`src/rtl/sram_sdp_sync.sv`:
```
// Simple dual-port synchronous SRAM: per-lane write enables, 1- or 2-cycle registered read, and a post-reset zero-fill.
// Define SRAM_SDP_WR_BYPASS_EN for write-first same-address collisions. The default is read-first.
module sram_sdp_sync #(
  parameter int depth      = 16,
  parameter int width      = 32,
  parameter int lane_width = 8,
  parameter int rd_lat     = 1,
  localparam int AW        = (depth > 1) ? $clog2(depth) : 1,
  localparam int lanes     = width / lane_width
) (
  input  logic             clk,
  input  logic             rst_n,
  input  logic             we,
  input  logic [AW-1:0]    wr_add,
  input  logic [width-1:0] data_in,
  input  logic [lanes-1:0] be,
  input  logic             re,
  input  logic [AW-1:0]    rd_add,
  output logic [width-1:0] data_out,
  output logic             rd_valid,
  output logic             init_done
);

  typedef enum logic {INIT, READY} state_e;

  state_e           state_q, state_d;
  logic [AW-1:0]    cnt_q, cnt_d;
  logic [width-1:0] mem_q [depth];
  logic [width-1:0] mem_d [depth];
  logic [width-1:0] data_out_q, data_out_d;
  logic             rd_valid_q, rd_valid_d;
  logic             wr_fire, rd_fire;
  logic [width-1:0] rd_word;
  logic             out_valid;
  logic [width-1:0] out_data;

  assign wr_fire = (state_q == READY) && we;
  assign rd_fire = (state_q == READY) && re;

  always_comb begin
    state_d = state_q;
    cnt_d   = cnt_q;
    case (state_q)
      INIT: begin
        if (cnt_q == AW'(depth - 1)) begin
          state_d = READY;
          cnt_d   = '0;
        end else begin
          cnt_d = cnt_q + 1'b1;
        end
      end
      default: state_d = READY;
    endcase
  end

  // Addresses at or above depth match no word, so out-of-range writes fall through.
  always_comb begin
    mem_d = mem_q;
    if (state_q == INIT) begin
      for (int i = 0; i < depth; i++) begin
        if (cnt_q == AW'(i)) mem_d[i] = '0;
      end
    end else if (wr_fire) begin
      for (int i = 0; i < depth; i++) begin
        if (wr_add == AW'(i)) begin
          for (int j = 0; j < lanes; j++) begin
            if (be[j]) mem_d[i][j*lane_width +: lane_width] = data_in[j*lane_width +: lane_width];
          end
        end
      end
    end
  end

  // Out-of-range reads return zero. With bypass enabled, lanes being written this edge are merged in.
  always_comb begin
    rd_word = '0;
    for (int i = 0; i < depth; i++) begin
      if (rd_add == AW'(i)) begin
        rd_word = mem_q[i];
`ifdef SRAM_SDP_WR_BYPASS_EN
        if (wr_fire && (wr_add == rd_add)) begin
          for (int j = 0; j < lanes; j++) begin
            if (be[j]) rd_word[j*lane_width +: lane_width] = data_in[j*lane_width +: lane_width];
          end
        end
`endif
      end
    end
  end

  generate
    if (rd_lat == 2) begin : g_lat2
      logic [width-1:0] s1_data_q, s1_data_d;
      logic             s1_valid_q, s1_valid_d;

      always_comb begin
        s1_valid_d = rd_fire;
        s1_data_d  = rd_fire ? rd_word : s1_data_q;
      end

      always_ff @(posedge clk) begin
        if (!rst_n) begin
          s1_valid_q <= 1'b0;
          s1_data_q  <= '0;
        end else begin
          s1_valid_q <= s1_valid_d;
          s1_data_q  <= s1_data_d;
        end
      end

      assign out_valid = s1_valid_q;
      assign out_data  = s1_data_q;
    end else begin : g_lat1
      assign out_valid = rd_fire;
      assign out_data  = rd_word;
    end
  endgenerate

  always_comb begin
    rd_valid_d = out_valid;
    data_out_d = out_valid ? out_data : data_out_q;
  end

  always_ff @(posedge clk) begin
    if (!rst_n) begin
      state_q    <= INIT;
      cnt_q      <= '0;
      data_out_q <= '0;
      rd_valid_q <= 1'b0;
    end else begin
      state_q    <= state_d;
      cnt_q      <= cnt_d;
      data_out_q <= data_out_d;
      rd_valid_q <= rd_valid_d;
    end
  end

  always_ff @(posedge clk) begin
    if (rst_n) mem_q <= mem_d;
  end

  assign data_out  = data_out_q;
  assign rd_valid  = rd_valid_q;
  assign init_done = (state_q == READY);

endmodule

```
`config.mk`:
```
export PLATFORM = sky130hd
export DESIGN_NAME = sram_sdp_sync
export DESIGN_NICKNAME = d
export VERILOG_FILES = /design/src/rtl/sram_sdp_sync.sv
export SDC_FILE = /design/constraint.sdc
export NUM_CORES = 1
export LEC_CHECK = 0
export ABC_AREA = 1
export BUFFER_PORTS_ARGS = -buffer_cell sky130_fd_sc_hd__buf_2
export CAP_MARGIN = 30
export CORE_MARGIN = 3
export CORE_UTILIZATION = 30
export DETAILED_ROUTE_END_ITERATION = 10
export SLEW_MARGIN = 20
export SYNTH_ARGS = -nofsm -noshare
export SYNTH_HDL_FRONTEND = slang
export SYNTH_SLANG_ARGS = --single-unit
export TNS_END_PERCENT = 5
```
`constraint.sdc`:
```
create_clock -name clk -period 2.28 [get_ports clk]
set_input_delay 0.228 -clock clk [delete_from_list [all_inputs] [get_ports clk]]
set_output_delay 0.228 -clock clk [all_outputs]
set_load 0.01 [all_outputs]
```
==> metrics.log <==
INFO  metric crit_path_top_delay_cell = sky130_fd_sc_hd__nor2_1
INFO  metric fmaxAchievable = 0.438 GHz
INFO  metric cp_max_fo = 8
INFO  metric dp_slack = -120 ps
INFO  metric fillCellCount = 6874
INFO  metric gp_routability_congestion = 0.851
INFO  metric dieHeight = 275 µm
INFO  metric floorplan.io_pins = 82
INFO  metric synth_area_leader_cell = sky130_fd_sc_hd__edfxtp_1
INFO  metric startpoint_type = register
INFO  metric rsz_0062_raised_after_global_routing = yes
INFO  metric dr_total_vias = 13900
INFO  metric syn_area_per_cell = 11.8 µm²
INFO  metric post_synth_inst_count = 1843
INFO  metric power_density = 789 nW/µm²
INFO  metric critPathTopFamily = simple AND/OR/NAND/NOR gates
INFO  metric grt_pass1_vias = 14000
INFO  metric routed_wire_length_per_instance = 17.7 µm
INFO  metric crit_path_end_kind = register
INFO  metric insertion_delay = 600 ps
INFO  metric drv.max_cap_violation_count = 0
INFO  metric count_of_inserted_antenna_diode_cells = 0
INFO  metric synth_top_cells_by_area = sky130_fd_sc_hd__edfxtp_1 71%, sky130_fd_sc_hd__nand2_1 8.3%, sky130_fd_sc_hd__nor2_1 4.4%, sky130_fd_sc_hd__dfxtp_1 3.5%, sky130_fd_sc_hd__inv_1 2.6%
INFO  metric dpl.hpwl = 37.5 mm
INFO  metric drt.antenna.violating_nets = 0
INFO  metric die_width = 275 µm
INFO  metric totalWireLength = 52.9 mm
INFO  metric grt_start_max_net_pins = 37
INFO  metric p_leak = 9.64 nW
INFO  metric post_route_cells_drive_above_1_share = 16.5%
INFO  metric dpl.cell_count = 2894
INFO  metric layout.nets = 2062
INFO  metric drt_iter0_markers = 1016
INFO  metric timing.critical_path.cells = ha_1 -> inv_1 -> nor2_1 -> a22oi_1 -> nor2_1
INFO  metric fin_skew = 18.7 ps
INFO  metric fp.dieArea = 75600 µm²
INFO  metric violations = negative setup slack
INFO  metric postSynthRegisterBits = 550
INFO  metric worst_slew_pin_slew = 811 ps
INFO  metric post-route-worst-setup-slack = -1.74 ps
INFO  metric syn2layout_area_growth = 18.1%
INFO  metric clkSlewWorstSetupHoldPaths = 60 ps
INFO  metric report.final.slew_viol_count = 0
INFO  metric synth_warnings = 0
INFO  metric cp_common_cell = sky130_fd_sc_hd__nor2_1
INFO  metric postSynthNetCount = 1895
INFO  metric status = complete, but fails checks
INFO  metric cts.sink_count = 550
INFO  metric fin_util = 36.2%
INFO  metric via_per_inst = 4.64
INFO  metric timing.reg2reg.setup_slack = -2 ps
INFO  metric cts_max_path_buffers = 3
INFO  metric final-instance-count-excl-fill = 2986
INFO  metric slew_headroom = 45.9%
INFO  metric globalRouteOverflowTotal = 0
INFO  metric setup_viol_count_final = 4
INFO  metric finalSetupTns = -6.85 ps
INFO  metric cts_tree = yes
INFO  metric timing.setup.critical_path_class = reg2reg
INFO  metric timing.critical_path.slowest_cell_delay = 670 ps
INFO  metric timing.final.hold_violations = 0
INFO  metric post-route-drc-count = 0
INFO  metric required_time_at_the_worst_slack_endpoint = 2510 ps
INFO  metric post-route-min-period = 2280 ps
INFO  metric place.port_buffers = 81
INFO  metric drt-pass1-iter-count = 5
INFO  metric antenna_found_initial = 3
INFO  metric synth.cell_area = 21700 µm²
INFO  metric vdd_ir_drop_max = 0.000522 V
INFO  metric hold_path.class = in2reg
INFO  metric start_util = 30.6%
INFO  metric htreeDepth = 2
INFO  metric cts-root-buf = sky130_fd_sc_hd__clkbuf_16
INFO  metric number_of_library_cell_types_mapped_by_synthesis = 26
INFO  metric total_routing_resource_utilization_after_global_routing = 14.0%
INFO  metric worstPathBufferInverterCount = 1
INFO  metric yosysTopAreaCellShare = 70.8%
INFO  metric finalCritPeriodShare = 100%
INFO  metric floorplan.core_area = 70900 µm²
INFO  metric std_cell_rows = 97
INFO  metric grt_first_pass_wirelength = 80.9 mm
INFO  metric ys_seq_area_share = 74.3%
INFO  metric cts_buffers = 53
INFO  metric crit_arrival = 2510 ps
INFO  metric finalHoldWorstSlack = 182 ps
==> state kept, by name, indices dropped and copies added, names as in the netlist <==
register	cells
mem_q	512
data_out	32
cnt_q	4
init_done	1
rd_valid	1
==> repair_timing <==
action                                  4_1_cts  5_1_grt
pin swaps                                     0        0
endpoints found under the setup margin       56      287
hold endpoints to repair                      3        0
hold buffers                                  1        0
resized for setup                             1       32
buffers inserted                              0        0
==> cell usage after synthesis <==
master and n:
sky130_fd_sc_hd__a211oi_1 1, sky130_fd_sc_hd__a21oi_1 90, sky130_fd_sc_hd__a22oi_1 9, sky130_fd_sc_hd__a32oi_1 4
sky130_fd_sc_hd__buf_1 4, sky130_fd_sc_hd__buf_2 17, sky130_fd_sc_hd__clkbuf_1 43, sky130_fd_sc_hd__clkinv_1 2
sky130_fd_sc_hd__dfxtp_1 38, sky130_fd_sc_hd__edfxtp_1 512, sky130_fd_sc_hd__ha_1 4, sky130_fd_sc_hd__inv_1 151
sky130_fd_sc_hd__inv_2 2, sky130_fd_sc_hd__nand2_1 480, sky130_fd_sc_hd__nand3_1 85, sky130_fd_sc_hd__nand4_1 80
sky130_fd_sc_hd__nor2_1 254, sky130_fd_sc_hd__nor2_2 7, sky130_fd_sc_hd__nor2_4 2, sky130_fd_sc_hd__nor3_1 3
sky130_fd_sc_hd__nor3b_1 3, sky130_fd_sc_hd__nor4_1 2, sky130_fd_sc_hd__o211ai_1 4, sky130_fd_sc_hd__o21ai_0 4
sky130_fd_sc_hd__or2_2 41, sky130_fd_sc_hd__xor2_1 1
==> where the power goes <==
group / total [mW] / internal [mW] / switching, mW
registers: 11.0 / 11.0 / 0.0306
logic: 0.821 / 0.269 / 0.552
clock network: 8.37 / 4.75 / 3.62
total: 20.2 / 16.0 / 4.21
==> worst min-delay path: stages <==
cell and delay, ps:
sky130_fd_sc_hd__buf_2 70, sky130_fd_sc_hd__nand2_1 80, sky130_fd_sc_hd__buf_4 240, sky130_fd_sc_hd__nor2_1 110
==> metrics by stage <==
stage | total power [mW] | area (µm²)
4_1_cts | 20.4 | 25600
5_1_grt | 20.9 | 25600
3_3_place_gp | 12.0 | 23900
6_report | 20.2 | 25600
3_5_place_dp | 12.1 | 23900
2_1_floorplan | 11.7 | 21700
==> worst paths after layout <==
kind | from | depth (start not counted) | to
setup / recovery | cnt_q[0] | 5 | mem_q[141]
hold / removal | re | 4 | rd_valid
setup reg to reg | cnt_q[0] | 5 | mem_q[141]
hold reg to reg | data_out[7] | 2 | data_out[7]
==> metal layers <==
metal / wire [µm] / up-vias / global-route usage (%) / part of all wire, %
met5: 13 / - / 0 / 0.025
met4: 1120 / 2 / 3.77 / 2.1
met3: 3260 / 80 / 2.47 / 6.2
met2: 25100 / 377 / 23.2 / 47
met1: 23500 / 6774 / 18.9 / 44
li1: - / 6624 / - / -
==> layout make-up <==
cell class	instances	area, µm²	area share [%]
sequential	550	16100	62.9
clock inverter	12	57.6	0.225
inverter	155	582	2.27
tap	940	1180	4.59
multi-input combinational	1074	4820	18.8
timing repair buffer	176	1280	5.01
clock buffer	79	1580	6.16
==> logic make-up (layout without fill, tap and decap cells) <==
kind of cell               after synthesis  count (layout)  share of synthesized area [%]
xor gates and xnor gates                 1               1                         0.0404
AOI/OAI and AO/OA                      112             112                           2.81
buffers and inverters                  219             422                           3.89
and+or+nand+nor                        957             957                           18.7
DFF                                    550             550                           74.3
adders and majority gates                4               4                          0.231
==> cell usage in the layout, fill, tap and decap left out, types with 15 or more instances in the layout <==
cell type	n
sky130_fd_sc_hd__a21oi_1	90
sky130_fd_sc_hd__buf_2	81
sky130_fd_sc_hd__buf_4	81
sky130_fd_sc_hd__clkbuf_1	15
sky130_fd_sc_hd__clkbuf_16	57
sky130_fd_sc_hd__dfxtp_1	37
sky130_fd_sc_hd__edfxtp_1	512
sky130_fd_sc_hd__inv_1	151
sky130_fd_sc_hd__nand2_1	480
sky130_fd_sc_hd__nand3_1	85
sky130_fd_sc_hd__nand4_1	80
sky130_fd_sc_hd__nor2_1	215
sky130_fd_sc_hd__nor2_2	46
sky130_fd_sc_hd__or2_2	41
No activity file was read; power rests on OpenSTA's default activity.
